<file path="config.mk">
export PLATFORM = sky130hd
export DESIGN_NAME = exec_multicycle
export DESIGN_NICKNAME = d
export VERILOG_FILES = /design/src/rtl/exec_multicycle.sv
export SDC_FILE = /design/constraint.sdc
export NUM_CORES = 1
export LEC_CHECK = 0
export CORE_AREA = 2 2 122 183
export DETAILED_ROUTE_END_ITERATION = 6
export DIE_AREA = 0 0 124 185
export GPL_ROUTABILITY_DRIVEN = 0
export PLACE_DENSITY = 0.81
export SYNTH_ARGS = -nofsm -noshare
export SYNTH_HDL_FRONTEND = slang
export SYNTH_SLANG_ARGS = --single-unit
</file>
<file path="constraint.sdc">
create_clock -name clock -period 3.2 [get_ports clock]
set_clock_uncertainty 0.2 [all_clocks]
set_input_delay 0.48 -clock clock [delete_from_list [all_inputs] [get_ports clock]]
set_output_delay 0.48 -clock clock [all_outputs]
set_load 0.01 [all_outputs]
</file>
<file path="src/rtl/exec_multicycle.sv">
`default_nettype none
// ============================================================================
// Module   : exec_multicycle
// Purpose  : Execute stage of the swt16 pipeline. Encoded ALU op set, an
//            iterative shift-add multiplier that stalls decode, jump/branch
//            resolution with wrong-path squash, and DMEM address/data drive.
//            Every output is registered.
// Ports    : clock / reset (async, active-low)
//            in_valid, in_alu_op, in_act_*        - decoded instruction slot
//            in_pc, in_branch_tgt                 - instruction PC / target
//            in_res_reg_idx, in_src1, in_src2     - destination and operands
//            out_stall                            - decode must hold its slot
//            out_valid, out_res, out_res_reg_idx  - committed result lane
//            out_act_*                            - pass-through actions
//            out_dmem_rd_addr/_wr_addr/_wr_word   - data memory drive
//            out_flush, out_set_pc, out_new_pc    - fetch redirect
// Revision : 1.0 - initial release
// ============================================================================
module exec_multicycle #(
  parameter int IALU_WORD_WIDTH = 16,
  parameter int ALU_OP_WIDTH    = 4,
  parameter int REG_IDX_WIDTH   = 4,
  parameter int PC_WIDTH        = 12,
  parameter int PC_INCREMENT    = 2,
  parameter int DMEM_ADDR_WIDTH = 12
) (
  input  logic                       clock,
  input  logic                       reset,
  input  logic                       in_valid,
  input  logic [ALU_OP_WIDTH-1:0]    in_alu_op,
  input  logic                       in_act_incr_pc_is_res,
  input  logic                       in_act_jump,
  input  logic                       in_act_branch_eq,
  input  logic                       in_act_branch_ne,
  input  logic                       in_act_load_dmem,
  input  logic                       in_act_store_dmem,
  input  logic                       in_act_write_res_to_reg,
  input  logic [PC_WIDTH-1:0]        in_pc,
  input  logic [PC_WIDTH-1:0]        in_branch_tgt,
  input  logic [REG_IDX_WIDTH-1:0]   in_res_reg_idx,
  input  logic [IALU_WORD_WIDTH-1:0] in_src1,
  input  logic [IALU_WORD_WIDTH-1:0] in_src2,
  output logic                       out_stall,
  output logic                       out_valid,
  output logic [IALU_WORD_WIDTH-1:0] out_res,
  output logic [REG_IDX_WIDTH-1:0]   out_res_reg_idx,
  output logic                       out_act_load_dmem,
  output logic                       out_act_store_dmem,
  output logic                       out_act_write_res_to_reg,
  output logic [DMEM_ADDR_WIDTH-1:0] out_dmem_rd_addr,
  output logic [DMEM_ADDR_WIDTH-1:0] out_dmem_wr_addr,
  output logic [IALU_WORD_WIDTH-1:0] out_dmem_wr_word,
  output logic                       out_flush,
  output logic                       out_set_pc,
  output logic [PC_WIDTH-1:0]        out_new_pc
);

  localparam int c_SHAMT_W = $clog2(IALU_WORD_WIDTH);
  localparam int c_CNT_W   = $clog2(IALU_WORD_WIDTH);
  localparam logic [c_CNT_W-1:0] c_CNT_LAST = c_CNT_W'(IALU_WORD_WIDTH - 1);

  localparam logic [0:0] c_ST_IDLE     = 1'b0;
  localparam logic [0:0] c_ST_MUL_BUSY = 1'b1;

  localparam logic [ALU_OP_WIDTH-1:0] c_OP_ADD   = ALU_OP_WIDTH'(1);
  localparam logic [ALU_OP_WIDTH-1:0] c_OP_SUB   = ALU_OP_WIDTH'(2);
  localparam logic [ALU_OP_WIDTH-1:0] c_OP_AND   = ALU_OP_WIDTH'(3);
  localparam logic [ALU_OP_WIDTH-1:0] c_OP_OR    = ALU_OP_WIDTH'(4);
  localparam logic [ALU_OP_WIDTH-1:0] c_OP_XOR   = ALU_OP_WIDTH'(5);
  localparam logic [ALU_OP_WIDTH-1:0] c_OP_SHL   = ALU_OP_WIDTH'(6);
  localparam logic [ALU_OP_WIDTH-1:0] c_OP_SHR   = ALU_OP_WIDTH'(7);
  localparam logic [ALU_OP_WIDTH-1:0] c_OP_PASS2 = ALU_OP_WIDTH'(8);
  localparam logic [ALU_OP_WIDTH-1:0] c_OP_MUL   = ALU_OP_WIDTH'(9);

  logic [0:0]                 r_state, w_state_nxt;
  logic [c_CNT_W-1:0]         r_cnt;
  logic [IALU_WORD_WIDTH-1:0] r_mcand, r_mplier, r_acc, w_acc_nxt;

  // Pass-through fields of an in-flight MUL, replayed when its result lands.
  logic [REG_IDX_WIDTH-1:0]   r_mul_idx;
  logic                       r_mul_ld, r_mul_st, r_mul_wr;
  logic [DMEM_ADDR_WIDTH-1:0] r_mul_rd_addr, r_mul_wr_addr;
  logic [IALU_WORD_WIDTH-1:0] r_mul_wr_word;

  logic [IALU_WORD_WIDTH-1:0] w_alu_res, w_res, w_wr_word;
  logic [PC_WIDTH-1:0]        w_link_pc, w_tgt_pc;
  logic [DMEM_ADDR_WIDTH-1:0] w_rd_addr, w_wr_addr;
  logic w_live, w_is_mul, w_mul_start, w_br_taken, w_redirect;

  // Registered output values and their next-cycle counterparts.
  logic                       r_stall, r_valid, r_ld, r_st, r_wr, r_flush;
  logic [IALU_WORD_WIDTH-1:0] r_res, r_wr_word;
  logic [REG_IDX_WIDTH-1:0]   r_idx;
  logic [DMEM_ADDR_WIDTH-1:0] r_rd_addr, r_wr_addr;
  logic [PC_WIDTH-1:0]        r_new_pc;
  logic                       w_nxt_stall, w_nxt_valid, w_nxt_ld, w_nxt_st, w_nxt_wr, w_nxt_flush;
  logic [IALU_WORD_WIDTH-1:0] w_nxt_res, w_nxt_wr_word;
  logic [REG_IDX_WIDTH-1:0]   w_nxt_idx;
  logic [DMEM_ADDR_WIDTH-1:0] w_nxt_rd_addr, w_nxt_wr_addr;
  logic [PC_WIDTH-1:0]        w_nxt_new_pc;

  // ---------------------------------------------------------------- ALU ----
  always_comb begin
    w_alu_res = '0;
    case (in_alu_op)
      c_OP_ADD:   w_alu_res = in_src1 + in_src2;
      c_OP_SUB:   w_alu_res = in_src1 - in_src2;
      c_OP_AND:   w_alu_res = in_src1 & in_src2;
      c_OP_OR:    w_alu_res = in_src1 | in_src2;
      c_OP_XOR:   w_alu_res = in_src1 ^ in_src2;
      c_OP_SHL:   w_alu_res = in_src1 << in_src2[c_SHAMT_W-1:0];
      c_OP_SHR:   w_alu_res = in_src1 >> in_src2[c_SHAMT_W-1:0];
      c_OP_PASS2: w_alu_res = in_src2;
      default:    w_alu_res = '0;  // NOP, undefined; MUL comes from the iterator
    endcase
  end

  assign w_link_pc = in_pc + PC_WIDTH'(PC_INCREMENT);
  assign w_res     = in_act_incr_pc_is_res ? IALU_WORD_WIDTH'(w_link_pc) : w_alu_res;
  assign w_rd_addr = in_act_load_dmem  ? in_src1[DMEM_ADDR_WIDTH-1:0] : '0;
  assign w_wr_addr = in_act_store_dmem ? in_src2[DMEM_ADDR_WIDTH-1:0] : '0;
  assign w_wr_word = in_act_store_dmem ? in_src1 : '0;

  // A slot is live when the stage is sampling, it is valid, and it is not the
  // wrong-path slot right behind a redirect (out_flush is high exactly then).
  assign w_live      = (r_state == c_ST_IDLE) & in_valid & ~r_flush;
  assign w_is_mul    = (in_alu_op == c_OP_MUL);
  assign w_mul_start = w_live & w_is_mul;

  // EQ takes precedence when both branch kinds are flagged.
  assign w_br_taken = in_act_branch_eq ? (in_src1 == in_src2)
                                       : (in_act_branch_ne & (in_src1 != in_src2));
  // Control-flow actions on a MUL slot are not honoured.
  assign w_redirect = w_live & ~w_is_mul & (in_act_jump | w_br_taken);
  assign w_tgt_pc   = in_act_jump ? w_alu_res[PC_WIDTH-1:0] : in_branch_tgt;

  assign w_acc_nxt = r_acc + (r_mplier[0] ? r_mcand : '0);

  // ---------------------------------------------------------------- FSM ----
  always_ff @(posedge clock or negedge reset) begin
    if (!reset) r_state <= c_ST_IDLE;
    else        r_state <= w_state_nxt;
  end

  always_comb begin
    w_state_nxt = r_state;
    case (r_state)
      c_ST_IDLE:     if (w_mul_start) w_state_nxt = c_ST_MUL_BUSY;
      c_ST_MUL_BUSY: if (r_cnt == c_CNT_LAST) w_state_nxt = c_ST_IDLE;
      default:       w_state_nxt = c_ST_IDLE;
    endcase
  end

  always_comb begin
    w_nxt_stall   = 1'b0;
    w_nxt_valid   = 1'b0;
    w_nxt_res     = '0;
    w_nxt_idx     = '0;
    w_nxt_ld      = 1'b0;
    w_nxt_st      = 1'b0;
    w_nxt_wr      = 1'b0;
    w_nxt_rd_addr = '0;
    w_nxt_wr_addr = '0;
    w_nxt_wr_word = '0;
    w_nxt_flush   = 1'b0;
    w_nxt_new_pc  = '0;
    case (r_state)
      c_ST_IDLE: begin
        if (w_mul_start) begin
          w_nxt_stall = 1'b1;
        end else if (w_live) begin
          w_nxt_valid   = 1'b1;
          w_nxt_res     = w_res;
          w_nxt_idx     = in_res_reg_idx;
          w_nxt_ld      = in_act_load_dmem;
          w_nxt_st      = in_act_store_dmem;
          w_nxt_wr      = in_act_write_res_to_reg;
          w_nxt_rd_addr = w_rd_addr;
          w_nxt_wr_addr = w_wr_addr;
          w_nxt_wr_word = w_wr_word;
          w_nxt_flush   = w_redirect;
          w_nxt_new_pc  = w_redirect ? w_tgt_pc : '0;
        end
      end
      c_ST_MUL_BUSY: begin
        if (r_cnt == c_CNT_LAST) begin
          // Final step's sum goes straight to the result lane.
          w_nxt_valid   = 1'b1;
          w_nxt_res     = w_acc_nxt;
          w_nxt_idx     = r_mul_idx;
          w_nxt_ld      = r_mul_ld;
          w_nxt_st      = r_mul_st;
          w_nxt_wr      = r_mul_wr;
          w_nxt_rd_addr = r_mul_rd_addr;
          w_nxt_wr_addr = r_mul_wr_addr;
          w_nxt_wr_word = r_mul_wr_word;
        end else begin
          w_nxt_stall = 1'b1;
        end
      end
      default: ;
    endcase
  end

  // ----------------------------------------------------------- registers --
  always_ff @(posedge clock or negedge reset) begin
    if (!reset) begin
      r_stall   <= 1'b0;
      r_valid   <= 1'b0;
      r_res     <= '0;
      r_idx     <= '0;
      r_ld      <= 1'b0;
      r_st      <= 1'b0;
      r_wr      <= 1'b0;
      r_rd_addr <= '0;
      r_wr_addr <= '0;
      r_wr_word <= '0;
      r_flush   <= 1'b0;
      r_new_pc  <= '0;
    end else begin
      r_stall   <= w_nxt_stall;
      r_valid   <= w_nxt_valid;
      r_res     <= w_nxt_res;
      r_idx     <= w_nxt_idx;
      r_ld      <= w_nxt_ld;
      r_st      <= w_nxt_st;
      r_wr      <= w_nxt_wr;
      r_rd_addr <= w_nxt_rd_addr;
      r_wr_addr <= w_nxt_wr_addr;
      r_wr_word <= w_nxt_wr_word;
      r_flush   <= w_nxt_flush;
      r_new_pc  <= w_nxt_new_pc;
    end
  end

  // Shift-add multiplier: one multiplier bit consumed per busy edge.
  always_ff @(posedge clock or negedge reset) begin
    if (!reset) begin
      r_cnt         <= '0;
      r_acc         <= '0;
      r_mcand       <= '0;
      r_mplier      <= '0;
      r_mul_idx     <= '0;
      r_mul_ld      <= 1'b0;
      r_mul_st      <= 1'b0;
      r_mul_wr      <= 1'b0;
      r_mul_rd_addr <= '0;
      r_mul_wr_addr <= '0;
      r_mul_wr_word <= '0;
    end else if (w_mul_start) begin
      r_cnt         <= '0;
      r_acc         <= '0;
      r_mcand       <= in_src1;
      r_mplier      <= in_src2;
      r_mul_idx     <= in_res_reg_idx;
      r_mul_ld      <= in_act_load_dmem;
      r_mul_st      <= in_act_store_dmem;
      r_mul_wr      <= in_act_write_res_to_reg;
      r_mul_rd_addr <= w_rd_addr;
      r_mul_wr_addr <= w_wr_addr;
      r_mul_wr_word <= w_wr_word;
    end else if (r_state == c_ST_MUL_BUSY) begin
      r_acc    <= w_acc_nxt;
      r_mcand  <= r_mcand << 1;
      r_mplier <= r_mplier >> 1;
      r_cnt    <= r_cnt + c_CNT_W'(1);
    end
  end

  assign out_stall                = r_stall;
  assign out_valid                = r_valid;
  assign out_res                  = r_res;
  assign out_res_reg_idx          = r_idx;
  assign out_act_load_dmem        = r_ld;
  assign out_act_store_dmem       = r_st;
  assign out_act_write_res_to_reg = r_wr;
  assign out_dmem_rd_addr         = r_rd_addr;
  assign out_dmem_wr_addr         = r_wr_addr;
  assign out_dmem_wr_word         = r_wr_word;
  assign out_flush                = r_flush;
  assign out_set_pc               = r_flush;
  assign out_new_pc               = r_new_pc;

endmodule
`default_nettype wire

</file>
# Word level (Yosys, flattened, before mapping)
# Index checks and enable logic that the tools add are counted.
dict set report word_totals {
  register_bits 177
  input_bits 74
  output_inout_bits 79
}
dict set report classes {
  addsub 5
  n_eq_ne 12
  n_shift 2
  n_mux 62
  n_bitwise 13
  n_reduce_logical 1
}
# op count
set ops {}
lappend ops {{$mux 16} 15}
lappend ops {{$mux 12} 13}
lappend ops {{$pmux 16 s8} 1}
lappend ops {{$pmux 16 s2} 2}
lappend ops {{$pmux 12 s2} 2}
lappend ops {{$add 16x16->16} 2}
lappend ops {{$mux 4} 5}
lappend ops {{$mux 1} 18}
lappend ops {{$and 16x16->16} 1}
lappend ops {{$eq 16x16->1} 1}
lappend ops {{$eq 4x3->1 const B} 4}
lappend ops {{$ne 16x16->1} 1}
lappend ops {{$or 16x16->16} 1}
lappend ops {{$shl 16x4->16} 1}
lappend ops {{$shr 16x4->16} 1}
lappend ops {{$sub 16x16->16} 1}
lappend ops {{$xor 16x16->16} 1}
lappend ops {{$add 12x2->12 const B} 1}
lappend ops {{$eq 4x4->1 const B} 3}
lappend ops {{$pmux 1 s2} 5}
lappend ops {{$eq 4x2->1 const B} 2}
lappend ops {{$pmux 4 s2} 1}
lappend ops {{$and 1x1->1} 6}
lappend ops {{$add 4x1->4 const B} 1}
lappend ops {{other kinds (4)} 6}

# Longest topological paths before layout
# Gate-level depths: netlist of the first run.
dict set report depth {
  ltp_word 9
  ltp_mapped 12
}

# Least setup slack after synthesis of the first run
# OpenSTA, ideal clock, no wires.
dict set report synth_path {
  path_kind {input port to flip-flop}
  from {in in_src2[2]}
  to {reg r_res[7], in the netlist out_res[7]}
  setup_time_ns 0.130
  arrival_time_ns 2.898
  setup_slack_ns -0.028
  path_stages 11
  n_path_buf 2
  cell_sequence {clkinv_1 > buf_1 > ha_1 > buf_2 > nor3_1 > a2111o_1 > nand2_1 > a221o_1 > a2111o_1 > o211ai_1 > o21ai_0}
}
dict set report synth_via {
  elab_chain_cells 6
  elab_cells_between_ends 9
}
# element line
set synth_rtl {}
lappend synth_rtl {{start: declaration} 42} ;# input logic [IALU_WORD_WIDTH-1:0] in_src2,
lappend synth_rtl {{$sub 16x16->16 (tied with other cells)} 107} ;# c_OP_SUB: w_alu_res = in_src1 - in_src2;
lappend synth_rtl {{$pmux 16 s8 (*)} 105} ;# case (in_alu_op)
lappend synth_rtl {{$mux 16 (*)} 119} ;# assign w_res = in_act_incr_pc_is_res ? IALU_WORD_WIDTH'(w_link_pc) : w_alu_res;
lappend synth_rtl {{$mux 16 (*)} 171} ;# end else if (w_live) begin
lappend synth_rtl {{$mux 16 (*)} 169} ;# if (w_mul_start) begin
lappend synth_rtl {{$pmux 16 s2 (*)} 167} ;# case (r_state)
lappend synth_rtl {{via w_nxt_res[7]} 97} ;# logic [IALU_WORD_WIDTH-1:0] w_nxt_res, w_nxt_wr_word;
lappend synth_rtl {{end signal: assignment} 223} ;# r_res <= w_nxt_res;
lappend synth_rtl {{end: declaration} 92} ;# logic [IALU_WORD_WIDTH-1:0] r_res, r_wr_word;
# The timed path passes the listed nets; every way through them passes the cells marked *.
# A chain may end at the register's enable or synchronous reset.

# Worst setup path after layout of the first run
dict set report layout_path {
  from {in in_alu_op[2]}
  to {reg r_res[5], in the netlist out_res[5]}
}
dict set report layout_via {
  elab_chain_cells 6
  elab_cells_between_ends 15
}
# element line
set layout_rtl {}
lappend layout_rtl {{start: declaration} 30} ;# input logic [ALU_OP_WIDTH-1:0] in_alu_op,
lappend layout_rtl {{$eq 4x4->1 (tied with other cells)} 105}
lappend layout_rtl {{$pmux 16 s8} 105}
lappend layout_rtl {{$mux 16} 119}
lappend layout_rtl {{$mux 16} 171}
lappend layout_rtl {{$mux 16 (*)} 169}
lappend layout_rtl {{$pmux 16 s2 (*)} 167}
lappend layout_rtl {{via w_nxt_res[5]} 97}
# Marked as above.

==> metrics.md, run 1 <==
| Metric | Value |
|---|---|
| CTS Buf Count | `17` |
| Clock power frac | `24.7%` |
| Setup-failing EPs final | `5` |
| Largest net degree at the start of global routing | `118` |
| Async SR Flop Fraction | `100.0%` |
| Starting density of the core | `55.91%` |
| CP peak stage delay | `0.58 ns` |
| Post-synthesis cell type count | `83` |
| Failing checks | `DRC, setup timing` |
| Most used cell, CP | `buf_4` |
| RSZ-0062 raised after global routing | `yes` |
| Fin cells | `1921` |
| Cell at the root of the clock tree | `clkbuf_16` |
| Slew Limit Fails | `0` |
| Top-count cell post-synth | `nand2_1` |
| Area grow syn2layout | `34.73%` |
| Clock buffer depth | `2` |
| Port bufs | `152` |
| Crit Path Max Fanout | `8` |
| CP Launch Type | `input port` |
| Final #Nets | `1781` |
| Final hold slack | `0.2704 ns` |
| Detailed Route Iter0 Violations | `1634` |
| VDD IR max | `0.3974 mV` |
| Slowest CP cell | `clkdlybuf4s50_1` |
| Drt pass-1 iters | `7` |
| Period utilisation layout | `105.4%` |
| Core Rows | `66` |
| Arrival time worst endpoint | `3.51 ns` |
| EDFF count, synth | `0` |
| Post-DP Area | `15270 um2` |
| Psw | `2.919 mW` |
| Rel. slew slack | `43.74%` |
| H-tree Lvls | `4` |
| Die height | `185 um` |
| ANT nets after route | `0` |
| TNS Setup | `-0.3496 ns` |
| Switching fraction of total power | `36.19%` |
| TritonCTS Sinks | `177` |
| Tot GR Track Use | `39.97%` |
| R2R Setup Slk | `-0.07 ns` |
| Comb power frac | `37.2%` |
| Pwr dens | `498.6 nW/um2` |
| Core area | `21470 um2` |
| Setup WS pre-CTS | `-0.5496 ns` |
| Syn Nets | `1477` |
| Leakage | `7.711 nW` |
| Largest area contributor in the netlist | `dfrtp_1` |
| PnR Total Power | `8.065 mW` |
| HP Class | `flop to flop` |
| Clk pin slew, worst setup/hold paths | `0.07 ns` |
| WL per Instance | `23.71 um` |
| Diodes inserted | `0` |
| Via count | `12690` |
| Initial antenna violation count | `0` |
| Worst Setup End Kind | `flop` |
| Syn Std Cell Area | `12010 um2` |
| Hold Vio Cnt, Final | `0` |
| Placed cell count | `1884` |
| Part of the Yosys area used for sequential elements | `36.89%` |
| DRC | `11` |
| Slew @ Worst Pin | `0.8320 ns` |
| Final min period | `3.374 ns` |
| Top Ports | `153` |
| Top_reg_cell synth | `dfrtp_1` |
| Finished Cell Area | `16170 um2` |
| Fmax | `296.4 MHz` |
| Die ar. | `22940 um2` |
| Average cell area after synthesis | `9.006 um2` |
| Final wirelength | `45540 um` |
| DIE WIDTH | `124 um` |
| First-pass GRT wire length | `68640 um` |
| Avg Vias per Cell | `6.606` |
| Cells after Synth | `1333` |
| Setup WS post-layout | `-0.1735 ns` |
| Post-synth top area share | `36.89%` |
| Post-Route Utilization | `75.33%` |
| CP required | `3.34 ns` |
| Synth top cells by count | `nand2_1 (188), dfrtp_1 (177), nor2_1 (113)` |
| Number of global-route vias before repair | `12650` |
| Sequential power share | `38.2%` |
| Proportion of layout cells with a drive suffix above 1 | `22.20%` |
| Status | `finished, violations left` |
| Synth Register Bits | `177` |
| Yosys warns | `0` |
| Max-cap violations | `0` |
| CP Cell Sequence | `clkdlybuf4s50_1 -> buf_4 -> buf_4 -> nor4b_2 -> buf_4 -> a22oi_1 -> o311ai_0 -> a2111oi_1 -> buf_4 -> mux2i_1 -> a22o_1` |
| Clock latency on the worst-skew pair | `0.46 ns` |
| Int Power | `5.146 mW` |
| Total gr overflow | `0` |
| Largest cells by area after synthesis | `dfrtp_1 (37%), ha_1 (7.0%), nand2_1 (5.9%), a22o_1 (3.7%), nor2_1 (3.5%)` |
| CTS tree | `yes` |
| Hpwl dp | `32950 um` |
| Kind of critical path | `input port to flop` |
==> area by class of cell <==
class	count	area [um2]
Clock buffer	21	470.5
Clock inverter	10	76.32
Fill cell	1449	5296
Inverter	50	188.9
Multi-Input combinational cell	998	7247
Sequential cell	177	4432
Tap cell	272	340.3
Timing Repair Buffer	393	3420
==> logic make-up after synthesis <==
family,share of synthesized area [%]
AOI/OAI and AO/OA,21.51
DFF,36.89
and+or+nand+nor,19.86
xor gates and xnor gates,1.678
adders and majority gates,7.483
buffers and inverters,5.378
muxes,7.191
==> path summary, 6_finish.rpt <==
check                                  from               end  depth (start not counted)
max                            in_alu_op[2]        out_res[5]                         11
min                        r_mul_wr_word[7]  r_mul_wr_word[7]                          2
max reg2reg                     r_mplier[0]       out_res[11]                         11
min reg2reg                r_mul_wr_word[7]  r_mul_wr_word[7]                          2
max in group asynchronous             reset  r_mul_wr_addr[5]                          3
min in group asynchronous             reset         r_acc[10]                          2
==> power by group through the flow <==
| stage | Combinational (mW) | Clock [mW] | Sequential (mW) |
|---|---|---|---|
| detailed placement | 2.80 | 0 | 3.09 |
| global route | 3.21 | 2.08 | 3.13 |
| CTS | 2.83 | 1.99 | 3.06 |
| global placement | 2.70 | 0 | 3.07 |
| floorplan | 1.53 | 0 | 3.06 |
| finish | 3.00 | 1.99 | 3.08 |
==> cell usage in the layout (no fill, tap or decap), types with 6 or more instances in the layout <==
master	instances
nand2b_1	9
ha_1	58
xor2_1	12
a22o_1	51
clkbuf_16	17
a221o_1	34
mux2_2	7
and2_1	20
mux4_2	13
nor2b_1	8
buf_12	6
or2_2	7
a22oi_1	13
or3_1	11
nor3_1	26
ha_2	6
o21ai_0	47
and3_1	7
o22ai_1	10
a21o_1	18
nand3_1	64
inv_1	46
mux2i_1	36
a211oi_1	24
a211o_1	6
o21a_1	7
buf_4	231
nor2_1	110
xnor2_1	9
dfrtp_1	175
a21oi_1	41
o211ai_1	16
nand2_1	187
clkdlybuf4s50_1	147
==> critical path, delay by kind of cell <==
kind	cells	cell delay, ns
multiplexers	1	0.11
AO/OA/AOI/OAI	4	1.47
buffers and inverters	5	1.39
AND/OR/NAND/NOR	1	0.05
==> routing by layer <==
layer	up-vias	part of all wire [%]	global-route usage (%)
li1	5465	-	-
met1	6052	33	44.59
met2	879	47	63.78
met3	295	9.0	9.421
met4	0	10	33.17
met5	-	0	0.6944
==> what timing repair did <==
| item | in CTS | in global routing |
|---|---|---|
| resized for setup | 12 | 54 |
| pin swaps | 2 | 15 |
| hold buffers | 1 | 0 |
| buffers inserted | 1 | 4 |
| endpoints found under the setup margin | 9 | 25 |
| endpoints found under the hold margin | 30 | 0 |
No activity file was read; power rests on OpenSTA's default activity.
==> inputs of run 2 (changes only) <==
--- a/config.mk
+++ b/config.mk
@@ -10,6 +10,7 @@
 export DIE_AREA = 0 0 124 185
 export GPL_ROUTABILITY_DRIVEN = 0
 export PLACE_DENSITY = 0.81
+export SKIP_CTS_REPAIR_TIMING = 1
 export SYNTH_ARGS = -nofsm -noshare
 export SYNTH_HDL_FRONTEND = slang
 export SYNTH_SLANG_ARGS = --single-unit
==> run 2 against run 1 <==
Against the previous run:
- the run still ends with DRC, setup timing left
- total power is 0.17% lower
- global-route usage is 0.23 points lower
- non-clock buffer count is 1 lower
- critical path depth is 1 lower
- flip-flop and latch count stayed put
- die area stayed put
- utilization is 0.30 points lower
- register-to-register slack better by 0.03 ns
- combinational power hardly changed
- largest power group unchanged
- highest routed layer unchanged
==> metrics.md, run 2 (synthesized netlist as in run 1, its figures left out) <==
| Metric | Value |
|---|---|
| Status | `finished, violations left` |
| Failing checks | `DRC, setup timing` |
| Die ar. | `22940 um2 (unchanged)` |
| Total gr overflow | `0 (unchanged)` |
| Final wirelength | `45500 um (about the same)` |
| Core Rows | `66 (unchanged)` |
| Reg2reg end | `out_res[11]` |
| CP Launch Type | `input port` |
| Fin cells | `1920 (-0.052%)` |
| Final hold slack | `0.2682 ns (-0.002145 ns)` |
| Arrival time worst endpoint | `3.35 ns (-0.16 ns)` |
| FF-to-FF path depth | `11 (unchanged)` |
| HP Class | `flop to flop` |
| Final min period | `3.248 ns (-0.1253 ns)` |
| Max-cap violations | `0 (unchanged)` |
| Number of global-route vias before repair | `12510 (-1.1%)` |
| Hold Path End | `r_mul_wr_word[7]` |
| DIE WIDTH | `124 um (unchanged)` |
| Placed cell count | `1884 (unchanged)` |
| Setup-failing EPs final | `1 (-4)` |
| Detailed Route Iter0 Violations | `1617 (-1.0%)` |
| Rel. slew slack | `34.92% (-8.8 points)` |
| Top Ports | `153 (unchanged)` |
| Buffers & Inverters on Critical Path | `3 (-2)` |
| Filler Cell Count | `1468 (+1.3%)` |
| H-tree Lvls | `4 (unchanged)` |
| HP Start | `r_mul_wr_word[7]` |
| RSZ-0062 raised after global routing | `yes` |
| Initial antenna violation count | `0 (unchanged)` |
| Hpwl dp | `32950 um (unchanged)` |
| Most used cell, CP | `inv_1` |
| Starting density of the core | `55.91% (unchanged)` |
| Drt pass-1 iters | `7 (unchanged)` |
| Slew @ Worst Pin | `0.9624 ns (+0.1304 ns)` |
| Commonest non-fill, non-tap cell in the layout | `buf_4` |
| Crit Path Max Fanout | `5 (-3)` |
| Fmax | `307.9 MHz (+3.9%)` |
| Proportion of layout cells with a drive suffix above 1 | `21.84% (-0.35 points)` |
| Register area | `4432 um2 (unchanged)` |
| Area of the multi-input gates | `7193 um2 (-0.74%)` |
| Worst Setup End Kind | `flop` |
| TNS Setup | `-0.04821 ns (+0.3014 ns)` |
| CP Cell Sequence | `clkdlybuf4s50_1 -> inv_1 -> ha_1 -> inv_1 -> a221o_1 -> or2_2 -> a31oi_4 -> o221ai_1 -> a2111oi_2 -> a21oi_1` |
| WL per Instance | `23.70 um (about the same)` |
| Core area | `21470 um2 (unchanged)` |
| DRC | `7 (-4)` |
| Period utilisation layout | `101.5% (-3.9 points)` |
| R2R Setup Slk | `-0.04 ns (+0.03 ns)` |
| Slew Limit Fails | `0 (unchanged)` |
| Most frequent cells in the layout | `buf_4 (230), nand2_1 (187), dfrtp_1 (175)` |
| CP required | `3.30 ns (-0.04 ns)` |
| CTS tree | `yes` |
| Avg Vias per Cell | `6.623 (+0.25%)` |
| PnR Total Power | `8.051 mW (-0.17%)` |
| Kind of critical path | `input port to flop` |
| Port bufs | `152 (unchanged)` |
| Setup WS post-layout | `-0.04821 ns (+0.1253 ns)` |
| Clock latency on the worst-skew pair | `0.45 ns (about the same)` |
| Die height | `185 um (unchanged)` |
| First-pass GRT wire length | `68370 um (-0.40%)` |
| CP peak stage delay | `0.52 ns (-0.06 ns)` |
| Largest net degree at the start of global routing | `118 (unchanged)` |
| Pwr dens | `499.8 nW/um2 (+0.23%)` |
| Area grow syn2layout | `34.18%` |
| Slowest CP cell | `clkdlybuf4s50_1` |
| VDD IR max | `0.3996 mV (+0.56%)` |
| Hold Vio Cnt, Final | `0 (unchanged)` |
| Clk pin slew, worst setup/hold paths | `0.07 ns (about the same)` |
| Crit path from | `in_src2[10]` |
| Cell at the root of the clock tree | `clkbuf_16` |
| Tot GR Track Use | `39.74% (-0.23 points)` |
| Final #Nets | `1780 (-0.056%)` |
| FF-to-FF Start | `r_mplier[0]` |
| Diodes inserted | `0 (unchanged)` |
| ANT nets after route | `0 (unchanged)` |
| Hold path cells | `2 (unchanged)` |
| TritonCTS Sinks | `177 (unchanged)` |
| Crit path max-delay family | `compound AO/OA/AOI/OAI gates` |
| CTS Buf Count | `17 (unchanged)` |
| Leakage | `7.709 nW (about the same)` |
| Clock buffer depth | `2 (unchanged)` |
| Via count | `12720 (+0.20%)` |
## run 2: routing by layer
metal | routed length, um | track usage, %
met3 | 4140 | 9.698
met1 | 15500 | 44.15
met2 | 21520 | 64.00
met5 | 0 | 0.6944
met4 | 4352 | 31.73
## run 2: how the worst max path moves through the flow
stage | end | depth (start not counted)
after global routing | out_res[11] | 11
after floorplan | out_res[13] | 10
final | out_res[11] | 10
after global placement | out_new_pc[8] | 10
after detailed placement | out_res[14] | 10
after CTS | r_acc[14] | 10
## run 2: metrics by stage
step / util, % / instance area [um2] / worst slack, ns
3_3_place_gp: 71.10 / 15270 / -0.4851
4_1_cts: 73.65 / 15810 / -0.1125
2_1_floorplan: - / 12010 / 0.02268
6_report: 75.03 / 16110 / -0.04821
3_5_place_dp: 71.10 / 15270 / -0.5496
5_1_grt: 75.03 / 16110 / -0.1319
## run 2: cell type report
| cell class | count | share of cell area (%) |
|---|---|---|
| inverter | 50 | 1.165 |
| clock inverter | 10 | 0.4738 |
| clock buffer | 21 | 2.920 |
| timing repair buffer | 392 | 21.17 |
| tap | 272 | 2.113 |
| multi-input combinational | 998 | 44.65 |
| sequential | 177 | 27.51 |
## run 2: power by group
group          switching (mW)  internal (mW)
logic                    1.65           1.34
clock network           0.929           1.06
registers               0.337           2.74
## run 2: worst register-to-register path, stage by stage, from the launching register on
cell	delay, ns
dfrtp_2	0.44
buf_4	0.14
and2_1	0.18
ha_1	0.27
a2111o_1	0.44
a311oi_2	0.31
a211oi_1	0.15
nor4_2	0.28
nor3_2	0.09
buf_4	0.16
a2111oi_2	0.28
a21oi_1	0.16
==> inputs of run 3 (changes only) <==
--- a/config.mk
+++ b/config.mk
@@ -10,6 +10,7 @@
 export DIE_AREA = 0 0 124 185
 export GPL_ROUTABILITY_DRIVEN = 0
 export PLACE_DENSITY = 0.81
+export REMOVE_ABC_BUFFERS = 1
 export SKIP_CTS_REPAIR_TIMING = 1
 export SYNTH_ARGS = -nofsm -noshare
 export SYNTH_HDL_FRONTEND = slang
==> run 3 against run 2 <==
Against the previous run:
- the flow now finishes without violations
- critical path type is now flop to flop
- critical path depth is 2 higher
- flip-flop and latch count stayed put
- die area is the same
- critical endpoint is now out_res[13]
- sequential power hardly changed
- register-to-register slack better by 0.07 ns
- design area about the same
- utilization fell by 0.064 points
- highest routed layer unchanged
==> metrics.md, run 3 (synthesized netlist as in run 1, its figures left out) <==
| Metric | Value |
|---|---|
| Status | `complete, no violations` |
| Final hold slack | `0.2695 ns (+0.001281 ns)` |
| TNS Setup | `0 ns (+0.04821 ns)` |
| Final #Nets | `1768 (-0.67%)` |
| Pwr dens | `499.5 nW/um2 (about the same)` |
| Fmax | `315.4 MHz (+2.5%)` |
| Max-cap violations | `0 (unchanged)` |
| CTS tree | `yes` |
| WL per Instance | `22.07 um (-6.9%)` |
| Setup WS post-layout | `0.02980 ns (+0.07801 ns)` |
| Core Rows | `66 (unchanged)` |
| Leakage | `7.694 nW (-0.20%)` |
| Detailed Route Iter0 Violations | `1377 (-15%)` |
| Via count | `12570 (-1.1%)` |
| WP depth | `12 (+2)` |
| Crit Path Max Fanout | `7 (+2)` |
| CP Cell Sequence | `buf_6 -> and2_1 -> ha_1 -> o21a_1 -> a311oi_2 -> buf_4 -> a211oi_2 -> buf_4 -> nor2_1 -> a21oi_1 -> mux2i_1 -> a211o_1` |
| Clk pin slew, worst setup/hold paths | `0.07 ns (about the same)` |
| Drt pass-1 iters | `6 (-1)` |
| Proportion of layout cells with a drive suffix above 1 | `20.95% (-0.89 points)` |
| Arrival time worst endpoint | `3.30 ns (-0.05 ns)` |
| TritonCTS Sinks | `177 (unchanged)` |
| Buffers & Inverters on Critical Path | `3 (unchanged)` |
| Crit path max-delay family | `compound AO/OA/AOI/OAI gates` |
| CP Launch Type | `flop` |
| Post-Route Utilization | `74.97% (about the same)` |
| ANT nets after route | `0 (unchanged)` |
| Commonest non-fill, non-tap cell in the layout | `buf_4` |
| Placed cell count | `1872 (-0.64%)` |
| HP Class | `flop to flop` |
| Worst Setup EP | `out_res[13]` |
| Hold Vio Cnt, Final | `0 (unchanged)` |
| Worst Setup End Kind | `flop` |
| Slew @ Worst Pin | `0.7497 ns (-0.2127 ns)` |
| Starting density of the core | `55.91% (unchanged)` |
| Avg Vias per Cell | `6.586 (-0.56%)` |
| Fin cells | `1909 (-0.57%)` |
| Tot GR Track Use | `37.00% (-2.7 points)` |
| Most frequent cells in the layout | `buf_4 (214), nand2_1 (187), dfrtp_1 (176)` |
| Kind of critical path | `flop to flop` |
| Port bufs | `152 (unchanged)` |
| CTS Buf Count | `17 (unchanged)` |
| Cell at the root of the clock tree | `clkbuf_16` |
| RSZ-0062 raised after global routing | `yes` |
| VDD IR max | `0.3698 mV (-7.5%)` |
| Clock buffer depth | `2 (unchanged)` |
| Final min period | `3.170 ns (-0.07801 ns)` |
| Finished Cell Area | `16100 um2 (about the same)` |
| CP peak stage delay | `0.40 ns (-0.12 ns)` |
| Initial antenna violation count | `0 (unchanged)` |
| Post-DP Area | `15220 um2 (-0.31%)` |
| CP required | `3.33 ns (+0.03 ns)` |
| Hpwl dp | `30190 um (-8.4%)` |
| Final wirelength | `42140 um (-7.4%)` |
| DRC | `0 (-7)` |
| Diodes inserted | `0 (unchanged)` |
| Setup-failing EPs final | `0 (-1)` |
| H-tree Lvls | `4 (unchanged)` |
| Most used cell, CP | `buf_4` |
| Area grow syn2layout | `34.07% (about the same)` |
| Top Ports | `153 (unchanged)` |
| Core area | `21470 um2 (unchanged)` |
| First-pass GRT wire length | `65220 um (-4.6%)` |
| Die height | `185 um (unchanged)` |
| Rel. slew slack | `50.02% (+15 points)` |
| FF-to-FF path depth | `12 (+1)` |
| Crit path from | `r_mplier[0]` |
| Setup WS pre-CTS | `-0.7233 ns (-0.1737 ns)` |
| Clock latency on the worst-skew pair | `0.44 ns (about the same)` |
| R2R Setup Slk | `0.03 ns (+0.07 ns)` |
| Total gr overflow | `0 (unchanged)` |
| Slew Limit Fails | `0 (unchanged)` |
| Slowest CP cell | `dfrtp_1` |
| DIE WIDTH | `124 um (unchanged)` |
| Period utilisation layout | `99.07% (-2.4 points)` |
| FF-to-FF Start | `r_mplier[0]` |
| Largest net degree at the start of global routing | `70 (-41%)` |
| Die ar. | `22940 um2 (unchanged)` |
| Number of global-route vias before repair | `12320 (-1.5%)` |
| Reg2reg end | `out_res[13]` |
| PnR Total Power | `8.039 mW (-0.15%)` |
-- run 3: cell count changes in the layout (fill, tap and decap cells not counted), sizes merged --
cell / previous run / this run
buf: 241 / 229
clkdlybuf4s50: 147 / 143
dlymetal6s2s: 3 / 7
inv: 52 / 49
clkbuf: 21 / 23
bufinv: 0 / 1
clkinv: 5 / 6
-- run 3: how the worst min path moves through the flow --
stage,slack (ns),startpoint,to,cells past startpoint
3_3_place_gp,0.25,r_mul_rd_addr[9],r_mul_rd_addr[9],2
4_1_cts,-0.18,reset,out_act_load_dmem,1
6_report,0.27,r_mul_rd_addr[5],r_mul_rd_addr[5],2
5_1_grt,0.29,r_mul_wr_word[3],r_mul_wr_word[3],2
2_1_floorplan,-0.02,reset,out_act_load_dmem,0
3_5_place_dp,0.26,r_mul_wr_word[4],r_mul_wr_word[4],2
-- run 3: metal layers --
layer | part of all wire [%] | track usage, %
met1 | 36 | 43.60
met2 | 48 | 60.68
met4 | 7.6 | 25.26
met3 | 8.6 | 6.681
met5 | 0 | 0
-- run 3: worst min-delay path, stage by stage (launching register included) --
cell and delay, ns:
dfrtp_1 0.34, nand2_1 0.05, nand2_1 0.05
-- run 3: area by class of cell --
cell class | instances | area, um2
flip-flops and latches | 177 | 4431
clock buffers | 23 | 467.9
well taps | 272 | 340.3
inverters | 50 | 187.7
repair buffers | 380 | 3377
fillers | 1474 | 5375
clock inverters | 9 | 85.08
multi-input cells | 998 | 7207
-- run 3: report_power, final --
part	switching, mW	internal, mW	leakage (nW)
sequential	0.335	2.74	2.39
combinational	1.60	1.35	5.04
clock	0.898	1.11	0.263
total	2.84	5.20	7.69
